File: config.mk
export PLATFORM = sky130hd
export DESIGN_NAME = fifo_read_streamer_flat
export DESIGN_NICKNAME = d
export VERILOG_FILES = /design/src/rtl/fifo_rtl_pkg.sv /design/src/rtl/fifo_read_streamer_if.sv /design/src/rtl/rd_skid_buf.sv /design/src/rtl/fifo_read_streamer.sv /design/src/flat_wrapper.sv
export SDC_FILE = /design/constraint.sdc
export NUM_CORES = 1
export LEC_CHECK = 0
export CAP_MARGIN = 25
export CORE_ASPECT_RATIO = 1.5
export CORE_MARGIN = 2
export CORE_UTILIZATION = 44
export CTS_CLUSTER_DIAMETER = 100
export DETAILED_ROUTE_END_ITERATION = 16
export PLACE_DENSITY = 0.76
export SKIP_LAST_GASP = 1
export SLEW_MARGIN = 30
export SYNTH_ARGS = -nofsm -noshare
export SYNTH_HDL_FRONTEND = slang
export SYNTH_SLANG_ARGS = --single-unit
File: constraint.sdc
create_clock -name rclk -period 2.2 [get_ports rclk]
set_input_delay 0.44 -clock rclk [delete_from_list [all_inputs] [get_ports rclk]]
set_output_delay 0.44 -clock rclk [all_outputs]
set_load 0.1 [all_outputs]
File: src/rtl/fifo_rtl_pkg.sv
// Shared constants and state type for the FIFO read streamer.
// The defaults match the common 8-bit data, 16-bit counter build.
package fifo_rtl_pkg;

  localparam int DATA_W_DEF = 8;
  localparam int CNT_W_DEF  = 16;

  typedef enum logic {
    RUN   = 1'b0,
    FLUSH = 1'b1
  } rd_state_e;

endpackage

File: src/rtl/fifo_read_streamer_if.sv
// Downstream valid/ready stream carrying words read from the FIFO.
// master drives valid/data, slave drives ready.
interface fifo_read_streamer_if
  import fifo_rtl_pkg::*;
#(
  parameter int DATA_WIDTH = DATA_W_DEF
);

  logic                  m_valid;
  logic [DATA_WIDTH-1:0] m_data;
  logic                  m_ready;

  modport master (
    output m_valid,
    output m_data,
    input  m_ready
  );

  modport slave (
    input  m_valid,
    input  m_data,
    output m_ready
  );

endinterface

File: src/rtl/rd_skid_buf.sv
// Two-entry in-order buffer; head is a register so dout never
// depends combinationally on din.
module rd_skid_buf #(
  parameter int W = 8
) (
  input  logic         clk,
  input  logic         rst_n,
  input  logic         clr,
  input  logic         push,
  input  logic         pop,
  input  logic [W-1:0] din,
  output logic [W-1:0] dout,
  output logic [1:0]   occ
);

  logic [W-1:0] tail;

  always_ff @(posedge clk or negedge rst_n) begin
    if (!rst_n) begin
      dout <= '0;
      tail <= '0;
      occ  <= 2'd0;
    end else if (clr) begin
      occ <= 2'd0;
    end else begin
      unique case ({push, pop})
        2'b10: begin
          if (occ == 2'd0) dout <= din;
          else             tail <= din;
          occ <= occ + 2'd1;
        end
        2'b01: begin
          dout <= tail;
          occ  <= occ - 2'd1;
        end
        2'b11: begin
          // Full buffer shifts tail up; single entry is replaced.
          if (occ == 2'd2) begin
            dout <= tail;
            tail <= din;
          end else begin
            dout <= din;
          end
        end
        default: ;
      endcase
    end
  end

endmodule

File: src/rtl/fifo_read_streamer.sv
// Pops an async-FIFO read port into a valid/ready stream with
// a 2-entry skid buffer, flush support and a delivered-word count.
module fifo_read_streamer
  import fifo_rtl_pkg::*;
#(
  parameter int DATA_WIDTH = DATA_W_DEF,
  parameter int CNT_WIDTH  = CNT_W_DEF
) (
  input  logic                  rclk,
  input  logic                  rrst_n,
  input  logic                  rempty,
  input  logic [DATA_WIDTH-1:0] rdata,
  output logic                  rinc,
  input  logic                  rd_en,
  input  logic                  flush,
  fifo_read_streamer_if.master  m,
  output logic [CNT_WIDTH-1:0]  words_out,
  output logic                  busy
);

  rd_state_e state, state_nxt;
  logic       inflight;
  logic [1:0] occ;
  logic       in_run;
  logic       room;
  logic       pop;
  logic       push;
  logic       clr;
  logic [DATA_WIDTH-1:0] head;

  assign in_run    = (state == RUN);
  assign m.m_valid = in_run && (occ != 2'd0);
  assign m.m_data  = head;
  assign pop       = m.m_valid && m.m_ready;
  assign room      = ({1'b0, occ} + {2'b00, inflight}) < 3'd2;

  always_comb begin
    state_nxt = state;
    rinc      = 1'b0;
    push      = 1'b0;
    clr       = 1'b0;
    unique case (state)
      RUN: begin
        // rrst_n term keeps rinc low while reset is held.
        rinc = rrst_n && rd_en && !rempty && (room || pop);
        push = inflight && !flush;
        clr  = flush;
        if (flush) state_nxt = FLUSH;
      end
      FLUSH: begin
        if (!inflight) state_nxt = RUN;
      end
      default: state_nxt = RUN;
    endcase
  end

  always_ff @(posedge rclk or negedge rrst_n) begin
    if (!rrst_n) begin
      state     <= RUN;
      inflight  <= 1'b0;
      words_out <= '0;
    end else begin
      state     <= state_nxt;
      inflight  <= rinc;
      words_out <= words_out + CNT_WIDTH'(pop);
    end
  end

  assign busy = (occ != 2'd0) || inflight || (state == FLUSH);

  rd_skid_buf #(
    .W (DATA_WIDTH)
  ) u_buf (
    .clk   (rclk),
    .rst_n (rrst_n),
    .clr   (clr),
    .push  (push),
    .pop   (pop),
    .din   (rdata),
    .dout  (head),
    .occ   (occ)
  );

endmodule
File: src/flat_wrapper.sv
// flat-port wrapper written by rule: the top's interface ports become plain ports
module fifo_read_streamer_flat import fifo_rtl_pkg::*;
#(
  parameter int DATA_WIDTH = DATA_W_DEF,
  parameter int CNT_WIDTH  = CNT_W_DEF
)
  (rclk, rrst_n, rempty, rdata, rinc, rd_en, flush, words_out, busy, m_m_valid, m_m_data, m_m_ready);
  fifo_read_streamer_if #(.DATA_WIDTH(DATA_WIDTH)) m_i ();
  input  logic rclk;
  input  logic rrst_n;
  input  logic rempty;
  input  logic [DATA_WIDTH-1:0] rdata;
  output logic rinc;
  input  logic rd_en;
  input  logic flush;
  output logic [CNT_WIDTH-1:0] words_out;
  output logic busy;
  output wire logic [$bits(m_i.m_valid)-1:0] m_m_valid;
  output wire logic [$bits(m_i.m_data)-1:0] m_m_data;
  input wire logic [$bits(m_i.m_ready)-1:0] m_m_ready;
  assign m_m_valid = m_i.m_valid;
  assign m_m_data = m_i.m_data;
  assign m_i.m_ready = m_m_ready;
  fifo_read_streamer #(.DATA_WIDTH(DATA_WIDTH), .CNT_WIDTH(CNT_WIDTH)) u_core (.rclk(rclk), .rrst_n(rrst_n), .rempty(rempty), .rdata(rdata), .rinc(rinc), .rd_en(rd_en), .flush(flush), .m(m_i), .words_out(words_out), .busy(busy));
endmodule
Word level (Yosys, flattened, before mapping)
Cells that the tools add are included.
- logic and storage cells: 52
- register bits: 36
- input port bits: 14
- output and inout bits: 27
- equality and inequality tests: 7
- magnitude comparators: 1
- reduce and logical (&&, ||, !) cells: 18
- add/sub/neg operators: 4
- bitwise operators: 2
- multiplexer cells: 14
- operators with widths (cell ; number):
    8-bit 2-to-1 mux ; 4
    8-bit one-hot mux with 3 select lines ; 1
    16-bit by 1-bit adder with 16-bit output ; 1
    8-bit one-hot mux with 2 select lines ; 1
    2-bit equality test (second input constant) ; 3
    1-bit logical AND ; 6
    2-bit != test (second input constant) ; 3
    3-bit nonzero test ; 2
    1-bit 2-to-1 mux ; 5
    2-bit one-hot mux with 2 select lines ; 1
    4-bit AND reduction ; 1
    2-bit nonzero test ; 2
    2-bit by 1-bit adder with 3-bit output ; 1
    1-bit logical OR ; 3
    3-bit by 2-bit < comparator with 1-bit output (second input constant) ; 1
    3-bit AND reduction ; 1
    2-bit by 1-bit adder with 2-bit output (second input constant) ; 1
    2-bit by 1-bit equality test with 1-bit output (second input constant) ; 1
    1-bit logical NOT ; 2
    2-bit logical NOT ; 1
    2-bit 2-to-1 mux ; 1
    1-bit NOT ; 2
    1-bit one-hot mux with 2 select lines ; 1
    2-bit by 1-bit subtractor with 2-bit output (second input constant) ; 1

Depth between registers and ports, before layout
Gate-level depths: netlist of run 1.
- depth in word-level cells: 6
- gate-level depth with buffers: 10
- mapped depth without buffers: 8

Cells and area by module
From an unflattened synthesis of run 1, not the netlist that was laid out.
- cells, all modules: 140
- area, all modules: 1664.1 um^2
- by module, submodules not included (module ; sequential area each (um^2) ; cells each ; area an instance (um^2) ; times used):
    rd_skid_buf ; 450.4 ; 67 ; 837.1 ; 1
    fifo_read_streamer ; 450.4 ; 73 ; 827.0 ; 1

Least setup slack after synthesis of run 1
OpenSTA, ideal clock, no wires.
- path kind: register -> output
- start: register u_core.u_buf.occ[0]
- end: output rinc
- data arrival time: 3.519 ns
- path slack: -1.759 ns
- stages on the path, launching flop included: 5
- required time: 1.760 ns
- path buffers: 1
- cells stage by stage: dfrtp_1 > buf_6 > a21oi_1 > nor2_1 > nor4_1
- cells in the longest elaborated chain, start to end: 6
- elaborated cells between the ends (all ways): 8
- those cells by class: add/sub: 1; order compare: 1; mux: 1; reduce/logical: 5
- ends and longest elaborated chain (element ; RTL line ; source):
    from (decl) ; rd_skid_buf.sv:13 ; output logic [1:0] occ
    from (signal assigned) ; rd_skid_buf.sv:30 ; occ <= occ + 2'd1;
    from (signal assigned) ; rd_skid_buf.sv:34 ; occ <= occ - 2'd1;
    parallel branches: the longest is 3 deep, another holds 2-bit by 1-bit adder with 3-bit output ; - ;
    1-bit logical OR * ; fifo_read_streamer.sv:45 ; rinc = rrst_n && rd_en && !rempty && (room || pop);
    1-bit logical AND * ; fifo_read_streamer.sv:45 ;
    1-bit 2-to-1 mux * ; fifo_read_streamer.sv:42 ; unique case (state)
    to (decl) ; flat_wrapper.sv:13 ; output logic rinc;
Every way passes the cells marked *.

Worst setup path in the final report of run 1
- start: input flush
- end: register u_core.u_buf.tail[4]
- cells in the longest elaborated chain, start to end: 6
- elaborated cells between the ends (all ways): 12
- those cells by class: eq/ne: 4; mux: 3; bitwise: 1; reduce/logical: 4
- ends and longest elaborated chain (element ; RTL line ; source):
    from (decl) ; flat_wrapper.sv:15 ; input logic flush;
    1-bit logical NOT ; fifo_read_streamer.sv:46 ; push = inflight && !flush;
    1-bit logical AND ; fifo_read_streamer.sv:46 ;
    1-bit 2-to-1 mux ; fifo_read_streamer.sv:42 ;
    2-bit equality test ; rd_skid_buf.sv:26 ; unique case ({push, pop})
    2-bit != test (no line) or 2-bit nonzero test (tied branches) ; - ;
    4-bit AND reduction (no line) ; - ;
    to (signal assigned) ; rd_skid_buf.sv:29 ; else tail <= din;
    to (signal assigned) ; rd_skid_buf.sv:40 ; tail <= din;
    to (decl) ; rd_skid_buf.sv:16 ; logic [W-1:0] tail;
Parallel ways exist; a longest one is shown, timed or not.
A chain may end at the register's enable or synchronous reset.

==> out/qor.txt, run 1 <==
=======================================================================================
Area growth syn-to-layout ................................................       41.71%
Global placer's final weighted congestion ................................       0.7107
Highest Clock Rate .......................................................    467.4 MHz
Period utilization .......................................................       97.25%
Worst IR drop on VDD .....................................................   0.001124 V
Detailed Place HPWL ......................................................     2.721 mm
Clock tree from TritonCTS ................................................         done
Worst reg2reg path endpoint .............................................. u_core.u_buf.tail[4]
Count of mapped cells out of synthesis ...................................          145
Count of flip-flops with a built-in enable after synthesis ...............            0
Hold path startpoint ..................................................... u_core.words_out[15]
Arrival time at the worst endpoint .......................................      2310 ps
Adder-Cell Fraction of Synth Area ........................................       5.251%
CP endpoint kind .........................................................    flip-flop
Crit Reg-Reg Startpoint .................................................. u_core.state
GRT Resource Usage Total .................................................       19.39%
Cell at the root of the clock tree .......................................     clkbuf_8
Cell depth of the worst min-delay path ...................................            1
Largest net degree at the start of global routing ........................           37
Number of vias after detailed routing ....................................         1306
Max clock buf depth ......................................................            2
Worst Hold Class ......................................................... flip-flop to flip-flop
Share of synthesized cell area in and, or, nand and nor gates ............       14.33%
Height of the die ........................................................     79.41 um
Worst-Margin Slew ........................................................     444.7 ps
Post-Route Setup TNS .....................................................         0 ps
Remaining design rule violation count ....................................            0
Setup repair after global routing missed its margin ......................        false
Worst Skew ...............................................................     6.290 ps
Slew HR ..................................................................       70.35%
Xor and xnor area share after synthesis ..................................       8.402%
Width of the die .........................................................     54.27 um
Diode insertion count for antenna repair .................................            0
Count of unique library cells instantiated by Yosys ......................           28
Dominant register cell in the synthesized netlist ........................      dfrtp_1
Time the worst path needs with I/O delays and setup ......................      2139 ps
Clock sink total .........................................................           36
Count of H-tree levels built during CTS ..................................            2
Mapped Avg Cell Area .....................................................    11.50 um2
Total wire length after detailed routing .................................     3.607 mm
Clock transition at the registers of the reported paths ..................        70 ps
Run status ............................................................... complete, no violations
Netlist area before placement ............................................     1668 um2
Critical path peak fanout ................................................            8
Syn_nets .................................................................          166
Antenna violations before repair .........................................            0
Complex-gate fraction of the synthesized area ............................       10.73%
Number of pins exceeding their max-slew limit in the final report ........            0
First-pass iteration count of the detailed router ........................            4
Setup violations, final ..................................................            0
Most common library cell in the layout ignoring fill and taps ............        buf_4
Proportion of layout cells with a drive suffix above 1 ...................       35.85%
Cts bufs inserted ........................................................            5
Die area .................................................................     4309 um2
Leftover overflow at the end of global routing ...........................            0
Commonest cells after routing, fill and taps aside ....................... buf_4 (44), dfrtp_1 (35), nor2_1 (15)
Power, Total .............................................................     3.083 mW
Total Nets Final .........................................................          232
Sequential fraction of the synthesis area ................................       54.01%
Critical Path Source Type ................................................ primary input
Via density ..............................................................        5.122
Required time of the critical path .......................................      2370 ps
Row count ................................................................           27
MaxCap Viol Count ........................................................            0
I/O pins .................................................................           41
Via count of the first global-routing pass ...............................         1332
Hold violation count in the final report .................................            0
Areal power density over the cells .......................................  1305 nW/um2
Post-cts hold buffer count ...............................................            0
Worst reg-to-reg setup slack .............................................       160 ps
Floorplan Core Area ......................................................     3649 um2
Initial core utilization .................................................       45.71%
Number of synthesis warnings .............................................            0
First-pass GRT wire length ...............................................     5.899 mm
Combinational family with the most area after synthesis .................. simple AND/OR/NAND/NOR gates
Hold Path End ............................................................ u_core.words_out[15]
Leakage power summed over all cells ......................................     1.155 nW
I/O Buffers ..............................................................           40
Path type of the worst setup path ........................................ primary input to flip-flop
Share of synthesized flip-flops with an asynchronous set or reset ........       100.0%
Number of register bits inferred by synthesis ............................           36
Depth of the worst register-to-register path .............................            9
DR WL/cell ...............................................................     14.15 um
Number of violations reported at the end of detailed-routing iteration 0 .           31
Mux cell area share after synthesis ......................................       5.401%
Clock Latency Late Sink ..................................................       280 ps
Number of nets still failing antenna checks after routing ................            0
=======================================================================================
-- synthesized netlist by cell type (3+ instances only) --
master   instances  area [um2]
and3_1           3       18.77
mux2_2           8       90.09
nor2_1          17       63.81
dfrtp_1         36       900.9
nand2_1          6       22.52
inv_1            4       15.01
nand3_1         10       50.05
xnor2_1          9       78.83
xor2_1           7       61.31
a21oi_1         10       50.05
a22oi_1          8       60.06
ha_1             7       87.58
-- how the worst max path moves through the flow --
stage	slack [ps]	end	from	cells past startpoint
after global routing	10	u_core.u_buf.tail[1]	flush	8
after floorplan	-3	u_core.words_out[12]	u_core.state	8
final	60	u_core.u_buf.tail[4]	flush	8
after detailed placement	-300	u_core.words_out[15]	m_m_ready	11
after CTS	0.2	u_core.words_out[15]	m_m_ready	11
after global placement	-240	u_core.words_out[15]	m_m_ready	11
-- cell families (layout without fill, tap and decap cells) --
family / Yosys count / count (layout)
compound gates: 24 / 24
xor+xnor: 16 / 16
fa+ha+maj: 7 / 7
buf+inv: 6 / 73
flops: 36 / 36
mux: 8 / 8
simple gates: 48 / 48
-- what timing repair did --
action                     in CTS  in global routing
setup buffers                   0                  1
setup endpoints to repair       0                 15
resized for setup               0                  8
-- critical path, stage by stage --
cell	delay [ps]
clkdlybuf4s50_1	480
nor2_1	50
nand2_1	90
inv_1	70
ha_1	260
a2111oi_4	350
buf_4	220
mux2_2	350
-- registers in the layout, indices dropped and copies added, names as in the netlist --
register,cells
u_core.state,1
u_core.inflight,1
u_core.words_out,16
u_core.u_buf.tail,8
u_core.u_buf.dout,8
u_core.u_buf.occ,2
-- where the power goes --
part           total, mW  switching (mW)  internal [mW]  leakage (nW)
Combinational       1.68            1.24          0.437         0.642
Clock              0.442           0.220          0.222        0.0422
Sequential         0.963           0.133          0.831         0.471
Total               3.08            1.59           1.49          1.16
-- through the flow --
step | cells | setup slack [ps] | hold WS, ps | cell area, um2 | util (%)
after floorplan | 145 | -3.226 | 144.4 | 1687 | -
after global placement | 246 | -244.8 | 463.6 | 2245 | 61.52
after detailed placement | 246 | -300.0 | 471.9 | 2245 | 61.52
after CTS | 254 | 0.2074 | 485.0 | 2326 | 63.75
after global routing | 255 | 14.98 | 509.7 | 2364 | 64.78
final | 255 | 60.57 | 474.0 | 2364 | 64.78
-- metal layers --
metal	global-route usage (%)	wire length, um
met1	20.37	1424
met2	34.10	1943
met3	4.682	163
met4	9.750	75
met5	0	0
-- area by class of cell --
| type | instances | area [um2] |
|---|---|---|
| Tap cell | 43 | 53.80 |
| Clock inverter | 1 | 5.005 |
| Sequential cell | 36 | 902.1 |
| Clock buffer | 7 | 76.32 |
| Fill cell | 310 | 1285 |
| Multi-Input combinational cell | 103 | 777.0 |
| Timing Repair Buffer | 61 | 534.3 |
| Inverter | 4 | 15.01 |
No activity file was read; power rests on OpenSTA's default activity.
==> run 2, diff against run 1 <==
Settings changed: CORE_ASPECT_RATIO 1.5 to 0.6.
==> run 2 against run 1 <==
Fmax is 1.6% higher. Worst hold slack improved by 9.1 ps. Cell area grew 0.79%. First-iteration DRC count rose by 58%. Routed wire length increased by 5.3%. Clock power up 5.2%. Power up 1.2%. Register-to-register slack better by 60 ps. Clock skew decreased by 1.8 ps. Largest power group unchanged. Combinational power hardly changed. Sequential cell count unchanged. Clock-buffer cell count down 2.
==> out/qor.txt, run 2 (synthesized netlist as in run 1, its figures left out) <==
=======================================================================================
Die area .................................................................     4315 um2   +0.14%
Clock Latency Late Sink ..................................................       290 ps   about the same
CP endpoint kind .........................................................    flip-flop
Leakage power summed over all cells ......................................     1.163 nW   +0.69%
I/O Buffers ..............................................................           40   unchanged
Clock tree from TritonCTS ................................................         done
Post-cts hold buffer count ...............................................            0   unchanged
Total wire length after detailed routing .................................     3.798 mm   +5.3%
Number of vias after detailed routing ....................................         1330   +1.8%
Largest Register ......................................................... u_core.words_out
Floorplan Core Area ......................................................     3659 um2   +0.27%
Highest Clock Rate .......................................................    475.1 MHz   +1.6%
Largest net degree at the start of global routing ........................           37   unchanged
Arrival time at the worst endpoint .......................................      2280 ps   -30 ps
Post-Route Setup TNS .....................................................         0 ps   unchanged
Proportion of layout cells with a drive suffix above 1 ...................       36.92%   +1.1 points
Worst Hold Class ......................................................... flip-flop to flip-flop
Hold path startpoint ..................................................... u_core.words_out[15]
Slew HR ..................................................................       68.64%   -1.7 points
Hold violation count in the final report .................................            0   unchanged
Time the worst path needs with I/O delays and setup ......................      2105 ps   -34.49 ps
Diode insertion count for antenna repair .................................            0   unchanged
I/O pins .................................................................           41   unchanged
Worst reg-to-reg setup slack .............................................       220 ps   +60 ps
Via count of the first global-routing pass ...............................         1304   -2.1%
Cts bufs inserted ........................................................            5   unchanged
Via density ..............................................................        5.096   -0.50%
Cell depth of the worst min-delay path ...................................            1   unchanged
Slowest stage cell, crit path ............................................ clkdlybuf4s50_1
Worst IR drop on VDD .....................................................  0.0006481 V   -42%
Worst-Margin Slew ........................................................     470.3 ps   +25.61 ps
GRT Resource Usage Total .................................................       19.09%   -0.31 points
Total Nets Final .........................................................          234   +0.86%
Areal power density over the cells .......................................  1310 nW/um2   +0.43%
Crit Reg-Reg Startpoint .................................................. u_core.state
Area growth syn-to-layout ................................................       42.84%
Initial core utilization .................................................       45.59%   -0.13 points
Fill cell count ..........................................................          279   -10%
Worst reg2reg path endpoint .............................................. u_core.u_buf.tail[2]
Worst slack at placement .................................................    -223.0 ps   +77.03 ps
Antenna violations before repair .........................................            0   unchanged
Setup violations, final ..................................................            0   unchanged
Min setup slack post-route ...............................................     95.06 ps   +34.49 ps
Flip-flop count of the largest register, all copies and words added ......           16   unchanged
MaxCap Viol Count ........................................................            0   unchanged
Required time of the critical path .......................................      2380 ps   about the same
Registers with the most flip-flops ....................................... u_core.words_out: 16 flops, u_core.u_buf.dout: 8 flops, u_core.u_buf.tail: 8 flops
Most common library cell in the layout ignoring fill and taps ............        buf_4
Worst Skew ...............................................................     4.474 ps   -1.816 ps
Number of nets still failing antenna checks after routing ................            0   unchanged
First-pass GRT wire length ...............................................     6.417 mm   +8.8%
DR WL/cell ...............................................................     14.55 um   +2.9%
Critical Path Source Type ................................................ primary input
Critical path peak fanout ................................................            3   -5
Global placer's final weighted congestion ................................       0.8191   +15%
Max clock buf depth ......................................................            2   unchanged
First-pass iteration count of the detailed router ........................            4   unchanged
Commonest cells after routing, fill and taps aside ....................... buf_4 (46), dfrtp_1 (35), nor2_1 (15)
Leftover overflow at the end of global routing ...........................            0   unchanged
Depth of the worst register-to-register path .............................           10   +1
Cells along the critical path ............................................ clkdlybuf4s50_1 -> nand2b_1 -> nor2_2 -> buf_4 -> ha_1 -> ha_1 -> nand4_1 -> nor3_2 -> buf_4 -> nand3_1 -> xnor2_1
Number of violations reported at the end of detailed-routing iteration 0 .           49   +58%
Count of H-tree levels built during CTS ..................................            2   unchanged
Number of pins exceeding their max-slew limit in the final report ........            0   unchanged
Clock transition at the registers of the reported paths ..................        70 ps   about the same
Largest stage delay on the critical path .................................       490 ps   about the same
Path type of the worst setup path ........................................ primary input to flip-flop
Run status ............................................................... complete, no violations
Detailed Place HPWL ......................................................     2.800 mm   +2.9%
Setup repair after global routing missed its margin ......................         true
Remaining design rule violation count ....................................            0   unchanged
Hold Path End ............................................................ u_core.words_out[15]
Cell at the root of the clock tree .......................................     clkbuf_8
Clock sink total .........................................................           36   unchanged
Width of the die .........................................................     83.49 um   +54%
Height of the die ........................................................     51.69 um   -35%
Row count ................................................................           17   -37%
Period utilization .......................................................       95.68%   -1.6 points
=======================================================================================
-- run 2: worst max path at each step --
stage	start	endpoint	slack, ps
final	m_m_ready	u_core.words_out[14]	100
after global routing	m_m_ready	u_core.u_buf.dout[4]	-20
after CTS	m_m_ready	u_core.words_out[14]	60
after detailed placement	m_m_ready	u_core.words_out[14]	-220
after global placement	m_m_ready	u_core.words_out[15]	-220
after floorplan	u_core.state	u_core.words_out[12]	-3
-- run 2: layout make-up --
| cell class | count | area [um2] | area share (%) |
|---|---|---|---|
| Timing Repair Buffer | 63 | 546.8 | 22.95 |
| Clock inverter | 3 | 18.77 | 0.7878 |
| Tap cell | 47 | 58.81 | 2.468 |
| Multi-Input combinational cell | 103 | 772.0 | 32.41 |
| Clock buffer | 5 | 68.82 | 2.889 |
| Inverter | 4 | 15.01 | 0.6303 |
| Sequential cell | 36 | 902.1 | 37.87 |
-- run 2: metal layers --
layer	global-route usage (%)	vias to the layer above	wire length [um]
met5	0	-	0
met1	26.53	653	1876
met3	4.921	4	134
met2	29.97	28	1756
met4	5.645	0	31
li1	-	645	-
-- run 2: per-stage QoR --
| step | utilization (%) | area (um2) | cells | power [mW] | hold WS [ps] |
|---|---|---|---|---|---|
| 3_5_place_dp | 61.90 | 2265 | 252 | 2.657 | 480.0 |
| 5_1_grt | 65.12 | 2382 | 261 | 3.255 | 524.2 |
| 3_3_place_gp | 61.90 | 2265 | 252 | 2.622 | 461.3 |
| 4_1_cts | 64.30 | 2352 | 260 | 3.131 | 489.9 |
| 6_report | 65.12 | 2382 | 261 | 3.121 | 483.2 |
| 2_1_floorplan | - | 1687 | 145 | 2.201 | 144.4 |
-- run 2: what timing repair did --
action / CTS / global route
hold endpoints to repair: 0 / 0
resized for setup: 0 / 6
setup endpoints to repair: 0 / 21
buffers inserted: 0 / 1
-- run 2: critical path: cells and delay by family --
family                     cells  cell delay, ps
xor gates and xnor gates       1             140
adders and majority gates      2             330
buffers and inverters          3             760
and+or+nand+nor                5             610
-- run 2: report_power, final --
part | internal, mW | leakage (nW) | switching (mW)
sequential | 0.830 | 0.471 | 0.137
clock | 0.221 | 0.0479 | 0.244
combinational | 0.436 | 0.644 | 1.25
==> run 3, diff against run 2 <==
Settings changed: CORE_UTILIZATION 44 to 55, DONT_BUFFER_PORTS from default to 1, PLACE_DENSITY 0.76 to 0.74.
==> run 3 against run 2 <==
Die area shrank 19%. Non-clock buffer count fell by 26. Via count shrank 10%. Clock power up 22%. Sequential cell count is the same. Highest routed layer unchanged.
==> out/qor.txt, run 3 (synthesized netlist as in run 1, its figures left out) <==
=======================================================================================
DR WL/cell ...............................................................     15.56 um   +6.9%
Worst-Margin Slew ........................................................     347.6 ps   -122.7 ps
Worst Hold Class ......................................................... primary input to flip-flop
Remaining design rule violation count ....................................            0   unchanged
Launch point of the worst path ........................................... u_core.state
Flip-flop count of the largest register, all copies and words added ......           16   unchanged
Worst reg-to-reg setup slack .............................................       140 ps   -80 ps
Run status ............................................................... complete, no violations
Number of violations reported at the end of detailed-routing iteration 0 .          109   +120%
Critical Path Source Type ................................................    flip-flop
Required time of the critical path .......................................      2370 ps   about the same
Arrival time at the worst endpoint .......................................      2220 ps   -60 ps
Fill cell count ..........................................................          198   -29%
Clock Latency Late Sink ..................................................       290 ps   about the same
MaxCap Viol Count ........................................................            0   unchanged
Time the worst path needs with I/O delays and setup ......................      2055 ps   -49.50 ps
Max clock buf depth ......................................................            2   unchanged
Hold violation count in the final report .................................            0   unchanged
GRT Resource Usage Total .................................................       23.41%   +4.3 points
Largest Register ......................................................... u_core.words_out
Die area .................................................................     3503 um2   -19%
First-pass GRT wire length ...............................................     5.706 mm   -11%
Highest Clock Rate .......................................................    486.5 MHz   +2.4%
Path type of the worst setup path ........................................ flip-flop to flip-flop
Count of H-tree levels built during CTS ..................................            2   unchanged
Post-CTS setup repair buffer count .......................................            0   unchanged
Number of pins exceeding their max-slew limit in the final report ........            0   unchanged
Critical path peak fanout ................................................            8   +5
Largest net degree at the start of global routing ........................           37   unchanged
Area growth syn-to-layout ................................................       28.81%
Crit Reg-Reg Startpoint .................................................. u_core.state
Via count of the first global-routing pass ...............................         1182   -9.4%
Final design area excluding fillers ......................................     2148 um2   -9.8%
Hold path startpoint .....................................................       rempty
Clock sink total .........................................................           36   unchanged
First-pass iteration count of the detailed router ........................            6   +2
Worst IR drop on VDD .....................................................  0.0009442 V   +46%
Setup repair after global routing missed its margin ......................         true
Slew HR ..................................................................       76.72%   +8.1 points
Worst Skew ...............................................................     6.587 ps   +2.113 ps
Cell area reported after detailed placement ..............................     1986 um2   -12%
Sequential cell area .....................................................    902.1 um2   unchanged
Cts bufs inserted ........................................................            5   unchanged
Clock tree from TritonCTS ................................................         done
Number of vias after detailed routing ....................................         1193   -10%
Power, Total .............................................................     3.124 mW   +0.10%
I/O Buffers ..............................................................            0   -100%
Total Nets Final .........................................................          208   -11%
Total wire length after detailed routing .................................     3.579 mm   -5.8%
Period utilization .......................................................       93.43%   -2.3 points
Leftover overflow at the end of global routing ...........................            0   unchanged
Antenna violations before repair .........................................            0   unchanged
Cell at the root of the clock tree .......................................     clkbuf_8
Registers with the most flip-flops ....................................... u_core.words_out: 16 flops, u_core.u_buf.dout: 8 flops, u_core.u_buf.tail: 8 flops
Leakage power summed over all cells ......................................     1.063 nW   -8.6%
Diode insertion count for antenna repair .................................            0   unchanged
Area of the multi-input gates ............................................    774.5 um2   +0.32%
Via density ..............................................................        5.187   +1.8%
Row count ................................................................           15   -2
Global placer's final weighted congestion ................................       0.8282   +1.1%
Areal power density over the cells .......................................  1454 nW/um2   +11%
Setup violations, final ..................................................            0   unchanged
I/O pins .................................................................           41   unchanged
Floorplan Core Area ......................................................     2872 um2   -22%
Commonest cells after routing, fill and taps aside ....................... buf_4 (35), dfrtp_1 (35), nor2_1 (15)
CP endpoint kind .........................................................    flip-flop
Width of the die .........................................................     75.09 um   -10%
Number of nets still failing antenna checks after routing ................            0   unchanged
Initial core utilization .................................................       58.08%   +12 points
Height of the die ........................................................     46.66 um   -9.7%
Detailed Place HPWL ......................................................     2.520 mm   -10%
Clock transition at the registers of the reported paths ..................        70 ps   about the same
Proportion of layout cells with a drive suffix above 1 ...................       33.51%   -3.4 points
=======================================================================================
[run 3: changes by cell type in the layout (fill, tap and decap cells not counted), sizes merged]
cell,before,now
clkdlybuf4s50,13,0
bufinv,0,1
clkinv,3,1
buf,50,36
dlygate4sd3,0,1
clkinvlp,0,1
[run 3: final timing paths]
path                                        endpoint  cells past startpoint
worst min register to register  u_core.words_out[13]                      1
max in group asynchronous        u_core.words_out[0]                      2
worst max-delay path            u_core.u_buf.tail[0]                      9
worst max register to register  u_core.u_buf.tail[0]                      9
worst min-delay path                 u_core.inflight                      1
min in group asynchronous        u_core.words_out[5]                      2
[run 3: layer usage]
layer | global-route usage (%) | part of all wire (%) | vias to the layer above
met5 | 0 | 0 | -
met4 | 8.571 | 1.1 | 0
met2 | 35.09 | 45 | 29
met1 | 31.89 | 48 | 568
met3 | 7.877 | 6.7 | 4
li1 | - | - | 592
[run 3: timing repair]
item | in CTS | in global routing
setup endpoints to repair | 10 | 9
endpoints found under the hold margin | 36 | 0
hold buffers | 2 | 0
gates cloned | 0 | 0
resized for setup | 2 | 3
[run 3: power breakdown]
group | internal (mW) | leakage, nW | switching (mW)
Clock | 0.335 | 0.0541 | 0.233
Combinational | 0.354 | 0.538 | 1.27
Sequential | 0.830 | 0.471 | 0.106
[run 3: worst max-delay path: stages, from the launching register on]
cell	delay, ps
dfrtp_1	390
buf_4	170
nor2_1	90
nand2_1	110
inv_1	100
ha_2	240
nor2_1	90
a2111oi_4	180
buf_4	230
mux2_2	350
[run 3: final cells by class]
cell class / count / area share (%)
clock buffer: 5 / 3.203
tap: 42 / 2.446
inverter: 4 / 0.6989
clock inverter: 3 / 1.980
sequential: 36 / 41.99
multi-input combinational: 103 / 36.05
timing repair buffer: 37 / 13.63
[run 3: through the flow]
step	setup WS, ps	utilization [%]	hold slack (ps)	std cells	TNS, ps
after floorplan	-3.226	-	144.4	145	-6.287
after global placement	67.07	69.15	145.0	220	0
after detailed placement	-23.87	69.15	144.8	220	-36.09
after CTS	72.52	74.34	214.0	230	0
after global routing	-7.666	74.81	213.8	230	-7.825
final	144.6	74.81	219.1	230	0
